===== config.mk =====
export PLATFORM = sky130hd
export DESIGN_NAME = othello_turn_controller
export DESIGN_NICKNAME = d
export VERILOG_FILES = /design/src/rtl/othello_turn_controller.sv
export SDC_FILE = /design/constraint.sdc
export NUM_CORES = 1
export LEC_CHECK = 0
export ABC_AREA = 1
export ABC_CLOCK_PERIOD_IN_PS = 2600
export BUFFER_PORTS_ARGS = -buffer_cell sky130_fd_sc_hd__buf_2
export CAP_MARGIN = 15
export CORE_UTILIZATION = 26
export DETAILED_ROUTE_END_ITERATION = 10
export PLACE_DENSITY = 0.56
export SYNTH_ARGS = -nofsm -noshare
export SYNTH_HDL_FRONTEND = slang
export SYNTH_SLANG_ARGS = --single-unit

===== constraint.sdc =====
create_clock -name clock -period 2.6 [get_ports clock]
set_input_delay 0.26 -clock clock [delete_from_list [all_inputs] [get_ports clock]]
set_output_delay 0.26 -clock clock [all_outputs]
set_load 0.1 [all_outputs]

===== src/rtl/othello_turn_controller.sv =====
// Turn sequencer for the Othello board: welcome/init handshake, N-player rotation, passes, game over.
// Optional turn time limit is built only when OTHELLO_TURN_TIMEOUT_EN is defined.
module othello_turn_controller #(
    parameter int unsigned NUM_PLAYERS    = 2,
    parameter int unsigned PW             = 3,
    parameter int unsigned TIMEOUT_CYCLES = 1024
) (
    input  logic          clock,
    input  logic          reset,
    input  logic          go,
    input  logic          init_end,
    input  logic          ack,
    input  logic          nack,
    input  logic          no_move,
    input  logic          game_end,
    output logic          init_start,
    output logic          new_move,
    output logic [PW-1:0] player,
    output logic [PW-1:0] pass_count,
    output logic          game_over,
    output logic          turn_timeout
);

    typedef enum logic [2:0] {
        StWelc  = 3'd0,
        StInit  = 3'd1,
        StWait  = 3'd2,
        StPress = 3'd3,
        StVali  = 3'd4,
        StAdv   = 3'd5,
        StOver  = 3'd6
    } state_t;

    localparam logic [PW-1:0] LastPlayer = PW'(NUM_PLAYERS - 1);
    localparam logic [PW-1:0] MaxPass    = PW'(NUM_PLAYERS);

    state_t        state_q, state_d;
    logic [PW-1:0] player_q, player_d;
    logic [PW-1:0] pass_q, pass_d;
    logic [PW-1:0] pass_inc;
    logic          timeout_hit;

    // Saturate so the pass count can never wrap past the player count.
    assign pass_inc = (pass_q == MaxPass) ? pass_q : pass_q + PW'(1);

    always_comb begin
        state_d  = state_q;
        player_d = player_q;
        pass_d   = pass_q;
        case (state_q)
            StWelc: begin
                if (go) state_d = StInit;
            end
            StInit: begin
                if (init_end) begin
                    state_d  = StWait;
                    player_d = '0;
                    pass_d   = '0;
                end
            end
            StWait: begin
                if (game_end) begin
                    state_d = StOver;
                end else if (no_move || timeout_hit) begin
                    pass_d  = pass_inc;
                    state_d = (pass_inc == MaxPass) ? StOver : StAdv;
                end else if (go) begin
                    state_d = StPress;
                end
            end
            StPress: begin
                if (game_end) state_d = StOver;
                else if (!go) state_d = StVali;
            end
            StVali: begin
                if (game_end) begin
                    state_d = StOver;
                end else if (ack) begin
                    pass_d  = '0;
                    state_d = StAdv;
                end else if (nack) begin
                    state_d = StWait;
                end
            end
            StAdv: begin
                player_d = (player_q == LastPlayer) ? '0 : player_q + PW'(1);
                state_d  = game_end ? StOver : StWait;
            end
            StOver: begin
                if (go) state_d = StInit;
            end
            default: state_d = StWelc;
        endcase
    end

    always_ff @(posedge clock) begin
        if (reset) begin
            state_q  <= StWelc;
            player_q <= '0;
            pass_q   <= '0;
        end else begin
            state_q  <= state_d;
            player_q <= player_d;
            pass_q   <= pass_d;
        end
    end

`ifdef OTHELLO_TURN_TIMEOUT_EN
    localparam int unsigned TW = (TIMEOUT_CYCLES > 1) ? $clog2(TIMEOUT_CYCLES) : 1;
    localparam logic [TW-1:0] TimerLast = TW'(TIMEOUT_CYCLES - 1);

    logic [TW-1:0] timer_q, timer_d;
    logic          timeout_q;

    assign timeout_hit = (state_q == StWait) && (timer_q == TimerLast) &&
                         !game_end && !no_move && !go;

    // Counts idle wait cycles, holds through press/validate, clears on any other path.
    always_comb begin
        timer_d = '0;
        case (state_q)
            StWait: begin
                if (state_d == StWait) timer_d = timer_q + TW'(1);
                else if (state_d == StPress) timer_d = timer_q;
            end
            StPress, StVali: begin
                if (state_d == StPress || state_d == StVali) timer_d = timer_q;
            end
            default: timer_d = '0;
        endcase
    end

    always_ff @(posedge clock) begin
        if (reset) begin
            timer_q   <= '0;
            timeout_q <= 1'b0;
        end else begin
            timer_q   <= timer_d;
            timeout_q <= timeout_hit;
        end
    end

    assign turn_timeout = timeout_q;
`else
    logic unused_timeout_cfg;
    assign unused_timeout_cfg = ^TIMEOUT_CYCLES;
    assign timeout_hit        = 1'b0;
    assign turn_timeout       = 1'b0;
`endif

    assign init_start = (state_q == StInit);
    assign new_move   = (state_q == StVali);
    assign game_over  = (state_q == StOver);
    assign player     = player_q;
    assign pass_count = pass_q;

endmodule

==> metrics.txt <==
# TYPE chip_impl_metric gauge
chip_impl_metric{name="synth.yosys.warnings",unit=""} 0
chip_impl_info{name="min_to",value="state_q[2]"} 1
chip_impl_metric{name="clkTransAtPathRegs",unit="ns"} 0.06
chip_impl_metric{name="post-dp-hpwl",unit="um"} 1390
chip_impl_metric{name="core_area",unit="sq um"} 2522
chip_impl_info{name="cts_root_buf",value="clkbuf_4"} 1
chip_impl_metric{name="worst_skew_pair.late_latency",unit="ns"} 0.26
chip_impl_metric{name="swShare",unit="%"} 58.08
chip_impl_info{name="run_status",value="complete, no violations"} 1
chip_impl_metric{name="post_synth.cell_area_avg",unit="sq um"} 6.053
chip_impl_metric{name="detail_route.wl_per_cell",unit="um"} 10.03
chip_impl_metric{name="crit_required",unit="ns"} 2.34
chip_impl_metric{name="via_per_inst",unit=""} 4.723
chip_impl_metric{name="portBuffers",unit=""} 16
chip_impl_metric{name="number_of_iterations_in_the_first_detailed_routing_pass",unit=""} 4
chip_impl_metric{name="fin_crit",unit="ns"} 1.837
chip_impl_metric{name="fin_skew",unit="ns"} 0.004672
chip_impl_metric{name="initial_utilization",unit="%"} 28.08
chip_impl_metric{name="grt_pass1_vias",unit=""} 695
chip_impl_metric{name="number_of_antenna_violations_at_the_first_check_in_global_routing",unit=""} 0
chip_impl_metric{name="layout.cell_area.non_filler",unit="sq um"} 844.6
chip_impl_metric{name="post_cts.repair.setup_buffers",unit=""} 0
chip_impl_metric{name="layout-drive-gt1-share",unit="%"} 21.32
chip_impl_metric{name="antenna_cells_inserted",unit=""} 0
chip_impl_metric{name="share_clk_of_total_power",unit="%"} 11.5
chip_impl_metric{name="place_congestion",unit=""} 0.8962
chip_impl_metric{name="pwr-share-seq",unit="%"} 23.3
chip_impl_info{name="critical_path.endpoint_type",value="output pin"} 1
chip_impl_metric{name="internal_power",unit="uW"} 390.0
chip_impl_metric{name="fmaxAchievable",unit="MHz"} 544.4
chip_impl_info{name="final_common_cell",value="nand2_1"} 1
chip_impl_info{name="r2r_start",value="pass_count[0]"} 1
chip_impl_metric{name="chip_height",unit="um"} 54.19
chip_impl_info{name="tritoncts",value="done"} 1
chip_impl_metric{name="antenna_violating_nets_post_route",unit=""} 0
chip_impl_metric{name="grt.overflow.total",unit=""} 0
chip_impl_metric{name="power_per_cell_area",unit="nW/um^2"} 1102
chip_impl_metric{name="fp-row-count",unit=""} 18
chip_impl_info{name="rsz0062_at_grt",value="no"} 1
chip_impl_metric{name="design.portCount",unit=""} 18
chip_impl_info{name="worst-setup-path-type",value="reg2out"} 1
chip_impl_metric{name="syn-cell-area",unit="sq um"} 708.2
chip_impl_metric{name="areaGrowthSynthToFinish",unit="%"} 19.26
chip_impl_metric{name="cts-buffers-inserted",unit=""} 3
chip_impl_metric{name="max_cap_violations",unit=""} 0
chip_impl_metric{name="post_cts.resized_instances",unit=""} 0
chip_impl_metric{name="fin_crit_sh",unit="%"} 70.65
chip_impl_info{name="hold_path_class",value="in2reg"} 1
chip_impl_metric{name="total_leakage_power",unit="uW"} 0.0004062
chip_impl_metric{name="finalHoldViolations",unit=""} 0
chip_impl_metric{name="cts_htree_levels",unit=""} 1
chip_impl_metric{name="cp_data_arrival_time",unit="ns"} 1.58
chip_impl_metric{name="cts.hold.buffers_added",unit=""} 0
chip_impl_metric{name="fin_setup_tns",unit="ns"} 0
chip_impl_metric{name="dr_total_vias",unit=""} 784
chip_impl_metric{name="worstHoldPathCells",unit=""} 2
chip_impl_info{name="worstSetupStartpointType",value="flop"} 1
chip_impl_metric{name="count_of_unique_library_cells_instantiated_by_yosys",unit=""} 22
chip_impl_metric{name="synth_nets",unit=""} 127
chip_impl_metric{name="reg2reg_depth",unit=""} 9
chip_impl_metric{name="drc",unit=""} 0
chip_impl_metric{name="fraction_of_the_yosys_area_taken_by_sequential_cells",unit="%"} 25.44
chip_impl_metric{name="nets",unit=""} 147
chip_impl_metric{name="syn-instance-count",unit=""} 117
chip_impl_metric{name="report.final.slew_viol_count",unit=""} 0
chip_impl_metric{name="die_width",unit="um"} 54.19
chip_impl_metric{name="rrSetupSlack",unit="ns"} 1.08
chip_impl_metric{name="grt_pass1_wl",unit="um"} 2829
chip_impl_metric{name="grt_use_total",unit="%"} 13.38
chip_impl_metric{name="combinational_power_share",unit="%"} 65.2
chip_impl_metric{name="report.final.setup_viol",unit=""} 0
chip_impl_metric{name="cts.path.max_buffers",unit=""} 2
chip_impl_metric{name="cts_num_sinks",unit=""} 9
chip_impl_metric{name="crit_fanout",unit=""} 7
chip_impl_metric{name="postSynthRegisterBits",unit=""} 9
chip_impl_metric{name="initialDrtViolationCount",unit=""} 11
chip_impl_metric{name="vdd_drop_max",unit="mV"} 0.4258
chip_impl_metric{name="post_dp_cell_area",unit="sq um"} 818.3
chip_impl_metric{name="grt_max_degree",unit=""} 8
chip_impl_info{name="worst_r2r_endpoint",value="state_q[1]"} 1
chip_impl_metric{name="p_sw",unit="uW"} 540.3
chip_impl_metric{name="postRouteWirelength",unit="um"} 1665
chip_impl_metric{name="die-area",unit="sq um"} 2937
chip_impl_info{name="holdCritStartpoint",value="reset"} 1
chip_impl_info{name="final_cell_mix",value="nand2_1, nor2_1, buf_2"} 1
-- stage by stage --
stage | std cells | hold WS [ns] | util (%) | total power (uW) | worst slack, ns
final | 166 | 0.2447 | 33.48 | 930.3 | 0.7632
after global routing | 166 | 0.2512 | 33.48 | 1017 | 0.6564
after CTS | 166 | 0.2363 | 33.48 | 941.4 | 0.7545
after detailed placement | 162 | 0.4875 | 32.44 | 828.2 | 1.046
after global placement | 162 | 0.4827 | 32.44 | 818.4 | 1.073
after floorplan | 117 | 0.3291 | - | 727.8 | 0.1268
-- state kept, by name, indices dropped and copies added (netlist names) --
| signal | flops |
|---|---|
| pass_count | 3 |
| state_q | 3 |
| player | 3 |
-- logic make-up (layout without fill, tap and decap cells) --
| family | after synthesis | in the layout | synth area share [%] |
|---|---|---|---|
| AND/OR/NAND/NOR | 75 | 75 | 49.82 |
| buffers and inverters | 17 | 36 | 9.541 |
| AO/OA/AOI/OAI | 13 | 13 | 11.13 |
| flip-flops | 9 | 9 | 25.44 |
| adder cells (fa/ha/maj) | 2 | 2 | 3.533 |
| other | 1 | 1 | 0.5295 |
-- cells in the mapped netlist --
master     instances  area (sq um)
o21ai_2            1         8.760
ha_1               2         25.02
conb_1             1         3.750
nand2_2            3         18.77
nor3_4             3         48.80
nand3_1            8         40.04
buf_4              1         7.510
a21oi_1            5         25.02
nand2_1           36         135.1
nor2_1            19         71.32
dfxtp_1            9         180.2
o21ai_0            3         15.01
nor3_1             2         10.01
a211oi_1           1         7.510
nand4_1            2         12.51
inv_2              2         7.510
a31oi_1            1         6.260
nand3_2            1         10.01
a21boi_0           1         7.510
inv_1             14         52.55
nor4_1             1         6.260
o2111ai_1          1         8.760
-- routing by layer --
| metal | vias up | GRT usage (%) | part of all wire [%] |
|---|---|---|---|
| met5 | - | 0 | 0 |
| met4 | 0 | 9.402 | 3.5 |
| met3 | 7 | 1.412 | 4.8 |
| met2 | 20 | 21.14 | 45 |
| met1 | 347 | 16.72 | 46 |
| li1 | 410 | - | - |
-- worst max-delay path, cell delays in order, from the launching register on --
cell,delay (ns)
dfxtp_1,0.36
inv_1,0.15
nor3_4,0.30
buf_2,0.50
-- worst max path at each step --
stage | end | cells after the start | slack, ns | startpoint
detailed placement | new_move | 3 | 1.05 | state_q[2]
CTS | new_move | 3 | 0.75 | state_q[2]
finish | new_move | 3 | 0.76 | state_q[2]
global placement | new_move | 3 | 1.07 | state_q[2]
global route | init_start | 4 | 0.66 | state_q[2]
floorplan | state_q[0] | 9 | 0.13 | state_q[1]
-- power by group through the flow --
stage / Sequential (uW) / Clock [uW] / Combinational, uW
global route: 224 / 117 / 677
CTS: 218 / 112 / 612
global placement: 217 / 0 / 601
floorplan: 299 / 0 / 429
detailed placement: 221 / 0 / 608
finish: 217 / 107 / 607
-- area by class of cell --
cell class	instances	area, sq um
fill	295	1678
multi-input combinational	91	460.4
sequential	9	180.2
timing repair buffer	16	80.08
inverter	16	60.06
tap	30	37.54
clock buffer	4	26.28
Power figures use the tool's default switching activity.
